<file path="config.mk">
export PLATFORM = sky130hd
export DESIGN_NAME = sistema_edge_pio
export DESIGN_NICKNAME = d
export VERILOG_FILES = /design/src/rtl/sistema_pio_pkg.sv /design/src/rtl/sistema_sync_edge.sv /design/src/rtl/sistema_edge_pio.sv
export SDC_FILE = /design/constraint.sdc
export NUM_CORES = 1
export LEC_CHECK = 0
export BUFFER_PORTS_ARGS = -buffer_cell sky130_fd_sc_hd__buf_2
export CORE_MARGIN = 5
export CORE_UTILIZATION = 54
export CTS_CLUSTER_DIAMETER = 80
export DETAILED_ROUTE_END_ITERATION = 16
export PLACE_DENSITY_LB_ADDON = 0.15
export SLEW_MARGIN = 15
export SYNTH_ARGS = -nofsm -noshare
export SYNTH_HDL_FRONTEND = slang
export SYNTH_SLANG_ARGS = --single-unit
</file>
<file path="constraint.sdc">
create_clock -name clk -period 3.9 [get_ports clk]
set_input_delay 0.39 -clock clk [delete_from_list [all_inputs] [get_ports clk]]
set_output_delay 0.39 -clock clk [all_outputs]
set_load 0.01 [all_outputs]
</file>
<file path="src/rtl/sistema_pio_pkg.sv">
// ---------------------------------------------------------------------------
// sistema_pio_pkg
// Shared constants for the edge-capture PIO: Avalon-MM register word
// addresses, the capture-mode encodings used by the EDGE_MODE parameter,
// and the saturation ceiling of the event counter.
// ---------------------------------------------------------------------------
package sistema_pio_pkg;

    // Register word addresses
    localparam logic [1:0] ADDR_DATA     = 2'd0;
    localparam logic [1:0] ADDR_IRQMASK  = 2'd1;
    localparam logic [1:0] ADDR_EDGECAP  = 2'd2;
    localparam logic [1:0] ADDR_EVTCOUNT = 2'd3;

    // Capture-mode encodings for EDGE_MODE
    localparam int EDGE_RISING  = 0;
    localparam int EDGE_FALLING = 1;
    localparam int EDGE_ANY     = 2;

    // Event counter width and saturation value
    localparam int         EVTCOUNT_W   = 16;
    localparam logic [15:0] EVTCOUNT_MAX = 16'hFFFF;

endpackage

</file>
<file path="src/rtl/sistema_sync_edge.sv">
// ---------------------------------------------------------------------------
// sistema_sync_edge
// Per-bit multi-flop synchroniser followed by a one-clock delay stage and
// combinational edge detection.
//
// Ports:
//   clk       - system clock
//   reset     - asynchronous active-high reset
//   in_port   - asynchronous external inputs (WIDTH bits)
//   sync_q    - last synchroniser stage (clean, clock-domain value)
//   edge_evt  - per-bit edge event for the selected EDGE_MODE
// ---------------------------------------------------------------------------
module sistema_sync_edge #(
    parameter int WIDTH       = 13,
    parameter int SYNC_STAGES = 2,
    parameter int EDGE_MODE   = 0
) (
    input  logic             clk,
    input  logic             reset,
    input  logic [WIDTH-1:0] in_port,
    output logic [WIDTH-1:0] sync_q,
    output logic [WIDTH-1:0] edge_evt
);
    import sistema_pio_pkg::*;

    logic [WIDTH-1:0] chain [SYNC_STAGES];
    logic [WIDTH-1:0] prev_q;

    // Synchroniser chain plus the delayed copy used for edge comparison.
    // Everything resets to 0, so an input held high through reset shows up
    // as a rising transition once it reaches sync_q.
    always_ff @(posedge clk or posedge reset) begin
        if (reset) begin
            for (int i = 0; i < SYNC_STAGES; i++) begin
                chain[i] <= '0;
            end
            prev_q <= '0;
        end else begin
            chain[0] <= in_port;
            for (int i = 1; i < SYNC_STAGES; i++) begin
                chain[i] <= chain[i-1];
            end
            prev_q <= chain[SYNC_STAGES-1];
        end
    end

    assign sync_q = chain[SYNC_STAGES-1];

    // Edge detection on the synchronised value against its previous cycle.
    always_comb begin
        edge_evt = '0;
        if (EDGE_MODE == EDGE_FALLING) begin
            edge_evt = ~sync_q & prev_q;
        end else if (EDGE_MODE == EDGE_ANY) begin
            edge_evt = sync_q ^ prev_q;
        end else begin
            edge_evt = sync_q & ~prev_q;
        end
    end

endmodule

</file>
<file path="src/rtl/sistema_edge_pio.sv">
// ---------------------------------------------------------------------------
// sistema_edge_pio
// Avalon-MM slave edge-capture parallel input port with interrupt.
// Registers: DATA (synchronised inputs), IRQMASK (RW), EDGECAP (W1C),
// EVTCOUNT (saturating count of cycles with any edge; any write clears).
//
// Ports:
//   clk        - system clock
//   reset      - asynchronous active-high reset
//   address    - register word address
//   chipselect - slave select, qualifies write
//   write      - write strobe
//   writedata  - write data
//   in_port    - asynchronous external inputs (WIDTH bits)
//   readdata   - registered read data, one-cycle latency, zero-extended
//   irq        - registered level interrupt, |(EDGECAP & IRQMASK)
// ---------------------------------------------------------------------------
module sistema_edge_pio #(
    parameter int WIDTH       = 13,
    parameter int EDGE_MODE   = 0,
    parameter int SYNC_STAGES = 2
) (
    input  logic             clk,
    input  logic             reset,
    input  logic [1:0]       address,
    input  logic             chipselect,
    input  logic             write,
    input  logic [31:0]      writedata,
    input  logic [WIDTH-1:0] in_port,
    output logic [31:0]      readdata,
    output logic             irq
);
    import sistema_pio_pkg::*;

    logic [WIDTH-1:0]      sync_q;
    logic [WIDTH-1:0]      edge_evt;
    logic [WIDTH-1:0]      irqmask;
    logic [WIDTH-1:0]      edgecap;
    logic [EVTCOUNT_W-1:0] evtcount;
    logic [WIDTH-1:0]      cap_clear;
    logic [31:0]           read_mux;
    logic                  wr_en;
    logic                  any_evt;
    logic                  unused_wdata;

    sistema_sync_edge #(
        .WIDTH       (WIDTH),
        .SYNC_STAGES (SYNC_STAGES),
        .EDGE_MODE   (EDGE_MODE)
    ) u_sync_edge (
        .clk      (clk),
        .reset    (reset),
        .in_port  (in_port),
        .sync_q   (sync_q),
        .edge_evt (edge_evt)
    );

    assign wr_en   = chipselect & write;
    assign any_evt = |edge_evt;

    // Upper writedata bits are deliberately discarded by every register.
    assign unused_wdata = ^writedata;

    // Bits being cleared by a write-1-to-clear access this cycle.
    always_comb begin
        cap_clear = '0;
        if (wr_en && address == ADDR_EDGECAP) begin
            cap_clear = writedata[WIDTH-1:0];
        end
    end

    // Register file. The event OR is applied after the clear so a capture
    // in the same cycle as its W1C survives. irq looks at the registered
    // EDGECAP/IRQMASK, so it follows them by one clock.
    always_ff @(posedge clk or posedge reset) begin
        if (reset) begin
            irqmask  <= '0;
            edgecap  <= '0;
            evtcount <= '0;
            irq      <= 1'b0;
        end else begin
            if (wr_en && address == ADDR_IRQMASK) begin
                irqmask <= writedata[WIDTH-1:0];
            end
            edgecap <= (edgecap & ~cap_clear) | edge_evt;
            if (wr_en && address == ADDR_EVTCOUNT) begin
                evtcount <= any_evt ? EVTCOUNT_W'(1) : '0;
            end else if (any_evt && evtcount != EVTCOUNT_MAX) begin
                evtcount <= evtcount + 1'b1;
            end
            irq <= |(edgecap & irqmask);
        end
    end

    // Read mux, independent of chipselect.
    always_comb begin
        read_mux = '0;
        case (address)
            ADDR_DATA:     read_mux[WIDTH-1:0]      = sync_q;
            ADDR_IRQMASK:  read_mux[WIDTH-1:0]      = irqmask;
            ADDR_EDGECAP:  read_mux[WIDTH-1:0]      = edgecap;
            ADDR_EVTCOUNT: read_mux[EVTCOUNT_W-1:0] = evtcount;
            default:       read_mux                 = '0;
        endcase
    end

    // Registered read data gives the one-cycle read latency.
    always_ff @(posedge clk or posedge reset) begin
        if (reset) begin
            readdata <= '0;
        end else begin
            readdata <= read_mux;
        end
    end

endmodule

</file>
==> metrics.csv, run 1 <==
stage;metric;value;unit
cts;CTS Buffer Depth;2;
worst_setup_path;CP endpoint kind;register;
synth;Post-Syn Area;4010;um^2
final_layout;fin cells;457;
cts;Post-CTS Setup Bufs;0;
place;placed wire-length estimate;5610;um
global_routing;largest net degree at the start of global routing;76;
worst_setup_path;Critical Path Most Common Cell;and4_1;
final_layout;layout overhead on the synthesized area;11.8;%
synth;synth unique cells;50;
floorplan;Row Count;31;
detailed_routing;Routed Antenna Nets;0;
cts;CTS root buf;clkbuf_8;
sta;Clock Skew;0.00729;ns
final_layout;number of fill cells;589;
sta;Max Slew Vio Count;0;
sta;RSZ-0062 raised after global routing;no;
worst_setup_path;CP Max Fanout;13;
final_layout;layout cells sized above 1;29.6;%
cts;Worst-Skew Late Latency;0.36;ns
detailed_routing;Avg WL per Cell;17.6;um
detailed_routing;Detailed Route WL;8050;um
synth;most common cell in the netlist;dfrtp_1;
sta;relative slew slack;26.7;%
worst_setup_path;RR Startpoint;evtcount[0];
sta;Hold Violations, Final;0;
synth;Syn Inst Count;302;
cts;H-tree depth;3;
synth;post-synthesis sequential area ratio;61.1;%
synth;number of enable flip-flop cells after synthesis;0;
cts;TritonCTS clock tree;built;
floorplan;I/O pin count;84;
synth;dominant synthesized flop cell;dfrtp_1;
synth;top area cells in the synthesized netlist;dfrtp_1 61%, mux4_2 7.3%, mux2_2 3.6%;
synth;syn_area_per_cell;13.3;um^2
place;placed cells;441;
worst_setup_path;Slowest cell on crit path;nor4_2;
sta;fin crit share;67.3;%
synth;fraction of registers with async set/reset;100;%
power;maximum resistive drop on vdd;207;uV
power;Pleak;0.00196;uW
floorplan;Die W;96.2;um
detailed_routing;DRT Pass-1 Iters;4;
place;Placement Setup Slack;1.33;ns
cts;Post-CTS Resized;0;
detailed_routing;DRC Markers;0;
synth;yosys warns;0;
final_layout;nets;405;
place;GP Congestion;0.821;
hold_path;Worst Hold Class;input pin to register;
synth;top post-synthesis cells by count;98 x dfrtp_1, 34 x nand2_1, 17 x buf_4;
worst_setup_path;worst-path cell chain;ha_1 -> and4_1 -> nand2b_2 -> nor4_2 -> nor2_1 -> and4_1 -> nor3_1;
hold_path;hold path start;in_port[0];
global_routing;antenna violations before repair;0;
floorplan;Die H;96.2;um
worst_setup_path;critical path arrival;2.91;ns
final_layout;ant diodes;0;
cts;hold buffers post-CTS;0;
sta;Setup TNS Final;0;ns
power;P per Cell Area;498;nW/um^2
worst_setup_path;CP bufs+invs;0;
floorplan;total core area;7250;um^2
synth;Synth top area share;61.1;%
worst_setup_path;worst endpoint required time;4.18;ns
sta;Worst Tran Pin Value;1.09;ns
floorplan;Initial Utilization;55.3;%
synth;post-synth top area cell;dfrtp_1;
final_layout;Sequential Area;2450;um^2
worst_setup_path;critical path class;register to register;
place;number of port buffers;48;
worst_setup_path;CP delay by family, top;simple AND/OR/NAND/NOR gates;
synth;number of synthesized register bits;98;
status;status;complete, no violations;
detailed_routing;drt via density;5.56;
worst_setup_path;beginning of the critical path;evtcount[0];
global_routing;Overall Global Routing Usage;19.1;%
global_routing;GR Overflow Total;0;
detailed_routing;DR iter-0 viols;101;
worst_setup_path;type of element launching the critical path;register;
sta;Final min period;2.63;ns
job;max-cap check violation count;0;
global_routing;first-pass GRT wire length;12900;um
cts;clk sinks;98;
sta;count of final setup violators;0;
sta;fmax;381;MHz
cts;clock slew at reported path FFs;0.09;ns
detailed_routing;via count;2543;
final_layout;area of the multi-input gates;1400;um^2
sta;final worst slack;1.27;ns
cts;total CTS buffers;9;
floorplan;area of the die;9260;um^2
global_routing;vias in the first global route;2510;
worst_setup_path;slowest stage delay, CP;0.91;ns
[metal layers]
layer	global-route usage (%)	wire, um	vias to the layer above
li1	-	-	1170
met1	25.7	3550	1308
met2	30.0	3960	55
met3	5.63	442	10
met4	6.40	95	0
met5	0	0	-
[worst paths after layout]
path | to | slack, ns | cells after the start
worst max-delay path | evtcount[12] | 1.27 | 7
worst min-delay path | u_sync_edge.chain[13] | 0.13 | 1
worst max register to register | evtcount[12] | 1.27 | 7
worst min register to register | u_sync_edge.sync_q[6] | 0.35 | 0
max in group asynchronous | edgecap[6] | 2.80 | 3
min in group asynchronous | edgecap[11] | 0.21 | 2
[cell families after synthesis]
family / synth area share, %
fa+ha+maj: 0.312
buf+inv: 5.42
compound gates: 8.60
simple gates: 13.3
mux: 11.2
other cells: 0.0934
flops: 61.1
[where the power goes]
part | switching, uW | total [uW] | leakage, uW | internal (uW)
logic | 146 | 296 | 0.000713 | 151
clock network | 339 | 701 | 0.0000987 | 362
registers | 106 | 1240 | 0.00115 | 1130
total | 591 | 2240 | 0.00196 | 1650
[final cells by class]
cell class,instances,area share (%)
sequential,98,54.7
multi-input combinational,186,31.2
timing repair buffer,51,5.86
clock buffer,10,2.84
tap,99,2.76
clock inverter,6,2.04
inverter,7,0.641
[metrics by stage]
stage               power (uW)  util (%)  hold WS, ns  cell area [um^2]
floorplan                 1450         -        0.331              4070
global placement          1540      58.8        0.332              4270
detailed placement        1560      58.8        0.337              4270
CTS                       2260      61.9        0.108              4490
global route              2350      61.9       0.0971              4490
finish                    2240      61.9        0.129              4490
[flip-flops by register name, indices dropped and copies added (netlist names)]
name / flops
evtcount: 16
irqmask: 13
readdata: 16
u_sync_edge.prev_q: 13
u_sync_edge.chain: 13
irq: 1
edgecap: 13
u_sync_edge.sync_q: 13
[cell usage in the layout (no fill, tap or decap), types with 2 or more instances in the layout]
cell        instances
inv_1               6
buf_4               3
clkbuf_8            9
nand2_1            34
and3_1              5
conb_1             16
or3_1               3
nor2b_1             6
a21oi_1             3
dfrtp_1            98
o2bb2ai_1           2
nor2_1              9
nand4b_1            2
mux4_2             13
bufinv_16           2
a22oi_1             2
a221oi_1            2
o21ai_1             6
nand3_1             7
and4_1              2
nor4_1              3
or4_1               7
a31oi_1             2
buf_2              48
mux2_2             13
a21o_1              7
a21oi_2             5
nor3_1              4
o31ai_1             4
clkinvlp_4          3
nand4_1             4
a22o_1              3
o21ai_0             5
Note: power is estimated with default switching activity, not from simulation.
==> run 2: changes to the inputs <==
- CORE_UTILIZATION: 54 -> 49
- clock period: 3.9 -> 2.16 ns (I/O delays scaled with it)
==> metrics.csv, run 2 (synthesized netlist as in run 1, its figures left out) <==
stage;metric;value;unit
sta;Worst Tran Pin Value;0.691;ns
final_layout;top flop regs;evtcount x16, readdata x16;
cts;CTS root buf;clkbuf_8;
worst_setup_path;type of element launching the critical path;register;
place;number of port buffers;48;
job;max-cap check violation count;0;
final_layout;nets;427;
floorplan;total core area;8090;um^2
place;placed wire-length estimate;5840;um
sta;relative slew slack;53.8;%
worst_setup_path;CP Max Fanout;9;
cts;clock slew at reported path FFs;0.09;ns
worst_setup_path;CP endpoint kind;register;
final_layout;layout overhead on the synthesized area;17.5;%
detailed_routing;DRC Markers;0;
worst_setup_path;CP bufs+invs;1;
worst_setup_path;worst-path cell chain;ha_2 -> and4_2 -> nand2b_4 -> nor4_2 -> buf_4 -> or3_1 -> or4_1 -> nand2_1;
sta;RSZ-0062 raised after global routing;yes;
sta;Hold Violations, Final;0;
power;P per Cell Area;860;nW/um^2
detailed_routing;drt via density;5.37;
cts;total CTS buffers;9;
final_layout;layout cells sized above 1;30.3;%
power;maximum resistive drop on vdd;301;uV
global_routing;first-pass GRT wire length;13600;um
cts;H-tree depth;3;
detailed_routing;DRT Pass-1 Iters;4;
worst_setup_path;CP delay by family, top;simple AND/OR/NAND/NOR gates;
floorplan;Die W;101;um
floorplan;I/O pin count;84;
sta;Setup TNS Final;0;ns
worst_setup_path;worst endpoint required time;2.46;ns
sta;Final min period;2.05;ns
detailed_routing;via count;2603;
status;status;complete, no violations;
floorplan;Initial Utilization;49.6;%
final_layout;Util after Layout;58.3;%
sta;count of final setup violators;0;
global_routing;vias in the first global route;2607;
floorplan;Die H;101;um
sta;Clock Skew;0.00790;ns
detailed_routing;Avg WL per Cell;17.2;um
worst_setup_path;slowest stage delay, CP;0.40;ns
detailed_routing;Routed Antenna Nets;0;
hold_path;Worst Hold Class;input pin to register;
global_routing;GR Overflow Total;0;
global_routing;Overall Global Routing Usage;17.8;%
final_layout;most frequent cells in the layout;98 x dfrtp_1, 48 x buf_2, 34 x nand2_1;
detailed_routing;DR iter-0 viols;93;
cts;CTS Buffer Depth;2;
place;GP Congestion;0.801;
power;Pleak;0.00207;uW
cts;clk sinks;98;
cts;TritonCTS clock tree;built;
floorplan;Row Count;33;
final_layout;area of the multi-input gates;1410;um^2
global_routing;antenna violations before repair;0;
final_layout;most common cell after layout, fill and taps aside;dfrtp_1;
detailed_routing;Detailed Route WL;8330;um
sta;fmax;487;MHz
worst_setup_path;Slowest cell on crit path;or4_1;
final_layout;ant diodes;0;
floorplan;area of the die;10100;um^2
sta;Max Slew Vio Count;0;
worst_setup_path;critical path arrival;2.36;ns
worst_setup_path;critical path class;register to register;
global_routing;largest net degree at the start of global routing;37;
cts;Worst-Skew Late Latency;0.36;ns
sta;fin crit share;95.0;%
worst_setup_path;Reg2Reg Setup Slack;0.11;ns
final_layout;number of fill cells;697;
final_layout;Sequential Area;2450;um^2
[run 2: cell count changes in the layout (fill, tap and decap cells not counted), moves of 2 or more]
cell           before  now
buf_4               3    9
clkbuf_8            9   11
buf_12              0    2
dlygate4sd3_1       0   14
[run 2: final cells by class]
| cell class | instances | area share (%) |
|---|---|---|
| Clock buffer | 13 | 3.37 |
| Clock inverter | 3 | 0.982 |
| Sequential cell | 98 | 52.0 |
| Timing Repair Buffer | 73 | 10.3 |
| Multi-Input combinational cell | 186 | 29.9 |
| Inverter | 7 | 0.637 |
| Tap cell | 105 | 2.79 |
[run 2: metrics by stage]
step           cell area [um^2]  total power, uW  std cells  hold slack, ns  setup slack [ns]
2_1_floorplan              4070             2620        317           0.247             0.285
3_3_place_gp               4360             2840        455           0.324             0.111
3_5_place_dp               4360             2860        455           0.325            0.0931
4_1_cts                    4710             4110        485          0.0755            0.0621
5_1_grt                    4720             4270        485          0.0782           -0.0229
6_report                   4720             4060        485           0.101             0.108
[run 2: path summary, 6_finish.rpt]
kind / to / start / depth (start not counted)
max in group asynchronous: readdata[10] / reset / 4
setup reg to reg: evtcount[7] / evtcount[0] / 8
hold / removal: irqmask[3] / writedata[3] / 2
hold reg to reg: u_sync_edge.sync_q[3] / u_sync_edge.chain[16] / 0
min in group asynchronous: edgecap[0] / reset / 3
setup / recovery: evtcount[7] / evtcount[0] / 8
[run 2: power by group]
part,total (uW),switching (uW),internal (uW)
clock,1210,606,604
sequential,2190,142,2040
combinational,660,322,338
[run 2: repair_timing]
action	CTS	global route
endpoints found under the setup margin	0	3
hold buffers	14	0
buffers inserted	0	0
resized for setup	0	3
endpoints found under the hold margin	40	0
[run 2: layer usage]
layer	vias up	track usage, %	wire length (um)
met5	-	0	0
met4	0	6.74	138
met3	16	5.05	506
met2	68	26.4	3900
met1	1304	25.2	3780
li1	1215	-	-
==> run 3: changes to the inputs <==
- ABC_AREA: unset -> 1
==> metrics.csv, run 3 <==
stage;metric;value;unit
status;status;complete, no violations;
cts;hold buffers post-CTS;14;
detailed_routing;Avg WL per Cell;13.6;um
cts;total CTS buffers;9;
final_layout;number of fill cells;716;
power;Pleak;0.00244;uW
place;placed wire-length estimate;6020;um
floorplan;Die W;102;um
hold_path;hold path cells;3;
place;placed cell areas;4470;um^2
sta;Final min period;1.81;ns
synth;complex-gate fraction of the synthesized area;6.50;%
worst_setup_path;critical path depth;10;
worst_setup_path;critical path arrival;2.11;ns
worst_setup_path;CP delay by family, top;simple AND/OR/NAND/NOR gates;
detailed_routing;Detailed Route WL;8700;um
detailed_routing;drt via density;4.87;
cts;TritonCTS clock tree;built;
worst_setup_path;CP bufs+invs;2;
cts;clk sinks;98;
synth;synth unique cells;27;
synth;mux cell area share after synthesis;0;%
cts;CTS root buf;clkbuf_8;
detailed_routing;DR iter-0 viols;155;
floorplan;Die H;102;um
final_layout;ant diodes;0;
worst_setup_path;r2r worst-path depth;10;
place;GP Congestion;0.828;
synth;yosys warns;0;
sta;hold_ws;0.122;ns
worst_setup_path;slowest stage delay, CP;0.44;ns
sta;Max Slew Vio Count;0;
cts;Post-CTS Resized;0;
sta;Worst Tran Pin Value;0.550;ns
synth;Post-Synth Simple-Gate Area;23.4;%
synth;Syn Inst Count;462;
hold_path;Hold Crit Endpoint;irqmask[1];
sta;Hold Violations, Final;0;
synth;dominant synthesized flop cell;dfrtp_1;
final_layout;nets;582;
global_routing;antenna violations before repair;0;
synth;number of enable flip-flop cells after synthesis;0;
detailed_routing;Routed Antenna Nets;0;
synth;Synth top area share;59.0;%
synth;fraction of registers with async set/reset;100;%
global_routing;GR Overflow Total;0;
sta;RSZ-0062 raised after global routing;no;
final_layout;Util after Layout;58.2;%
hold_path;hold path start;writedata[1];
synth;most common cell in the netlist;nand2_1;
final_layout;layout overhead on the synthesized area;15.7;%
synth;syn_area_per_cell;9.00;um^2
floorplan;Row Count;33;
detailed_routing;DRT Pass-1 Iters;4;
cts;H-tree depth;3;
worst_setup_path;type of element launching the critical path;register;
power;P per Cell Area;815;nW/um^2
global_routing;first-pass GRT wire length;14800;um
synth;post-synth top area cell;dfrtp_1;
sta;fin crit share;83.7;%
synth;main combinational cell family by area after synthesis;simple AND/OR/NAND/NOR gates;
worst_setup_path;critical path class;register to register;
worst_setup_path;Slowest cell on crit path;nor2_1;
place;number of port buffers;48;
worst_setup_path;worst endpoint required time;2.46;ns
synth;post-synthesis sequential area ratio;59.0;%
synth;Synth Area in Adders;0.301;%
worst_setup_path;worst reg2reg endpoint;evtcount[6];
worst_setup_path;CP Max Fanout;7;
cts;CTS Buffer Depth;2;
worst_setup_path;worst-path cell chain;ha_1 -> nand3_2 -> inv_2 -> nand2_4 -> clkinv_4 -> nand2_1 -> nor2_1 -> nor2_1 -> nand3_1 -> nand2_1;
cts;Post-CTS Setup Bufs;0;
final_layout;layout cells sized above 1;15.5;%
power;maximum resistive drop on vdd;471;uV
synth;Post-Syn Area;4160;um^2
hold_path;Worst Hold Class;input pin to register;
global_routing;Overall Global Routing Usage;18.5;%
cts;Worst-Skew Late Latency;0.36;ns
sta;Clock Skew;0.00980;ns
sta;fmax;553;MHz
synth;top area cells in the synthesized netlist;dfrtp_1 59%, nand2_1 14%, inv_1 4.7%;
worst_setup_path;RR Startpoint;evtcount[1];
job;max-cap check violation count;0;
final_layout;most common cell after layout, fill and taps aside;nand2_1;
synth;top post-synthesis cells by count;150 x nand2_1, 98 x dfrtp_1, 52 x inv_1;
floorplan;I/O pin count;84;
sta;Setup TNS Final;0;ns
global_routing;largest net degree at the start of global routing;80;
final_layout;most frequent cells in the layout;150 x nand2_1, 98 x dfrtp_1, 51 x inv_1;
final_layout;top flop regs;evtcount x16, readdata x16;
power;Power, Total;3920;uW
worst_setup_path;Reg2Reg Setup Slack;0.35;ns
sta;relative slew slack;63.2;%
cts;clock slew at reported path FFs;0.10;ns
detailed_routing;DRC Markers;0;
floorplan;Initial Utilization;50.3;%
sta;count of final setup violators;0;
global_routing;vias in the first global route;3057;
synth;number of synthesized register bits;98;
worst_setup_path;CP endpoint kind;register;
floorplan;area of the die;10400;um^2
detailed_routing;via count;3115;
synth;post-synthesis xor/xnor area fraction;1.48;%
floorplan;total core area;8260;um^2
final_layout;final instance area;4810;um^2
run 3: routing by layer:
layer	track usage, %	part of all wire, %	wire [um]
met5	0	0	0
met4	6.56	1.3	115
met2	28.8	49	4230
met1	26.2	45	3900
met3	3.14	5.3	459
run 3: how the worst max path moves through the flow:
stage,slack (ns),to,startpoint
2_1_floorplan,0.68,evtcount[13],evtcount[0]
3_3_place_gp,0.37,evtcount[1],evtcount[0]
3_5_place_dp,0.37,evtcount[2],evtcount[1]
4_1_cts,0.35,evtcount[2],evtcount[1]
5_1_grt,0.15,evtcount[1],evtcount[1]
6_report,0.35,evtcount[6],evtcount[1]
run 3: metrics by stage:
stage | std cells | setup slack [ns]
global route | 640 | 0.146
finish | 640 | 0.351
global placement | 610 | 0.372
floorplan | 477 | 0.680
CTS | 640 | 0.349
detailed placement | 610 | 0.370
run 3: where the power goes:
| group | total [uW] | leakage [uW] | switching [uW] | internal (uW) |
|---|---|---|---|---|
| combinational | 581 | 0.00118 | 343 | 238 |
| sequential | 2190 | 0.00116 | 161 | 2030 |
| clock | 1150 | 0.0000969 | 673 | 475 |
| total | 3920 | 0.00244 | 1180 | 2740 |
run 3: layout make-up:
class                      instances  area (um^2)  area share [%]
inverter                          55          215            4.48
clock inverter                     6         56.3            1.17
tap                              105          131            2.73
sequential                        98         2450            51.0
clock buffer                      10          138            2.86
timing repair buffer              68          438            9.11
multi-input combinational        298         1380            28.6
run 3: worst min-delay path, cell delays in order:
cell     delay, ns
buf_2         0.10
inv_1         0.05
o21ai_0       0.08
run 3: cell families after synthesis:
group | count (synthesis)
other cells | 1
simple gates | 229
buf+inv | 81
fa+ha+maj | 1
flops | 98
xor+xnor | 7
compound gates | 45
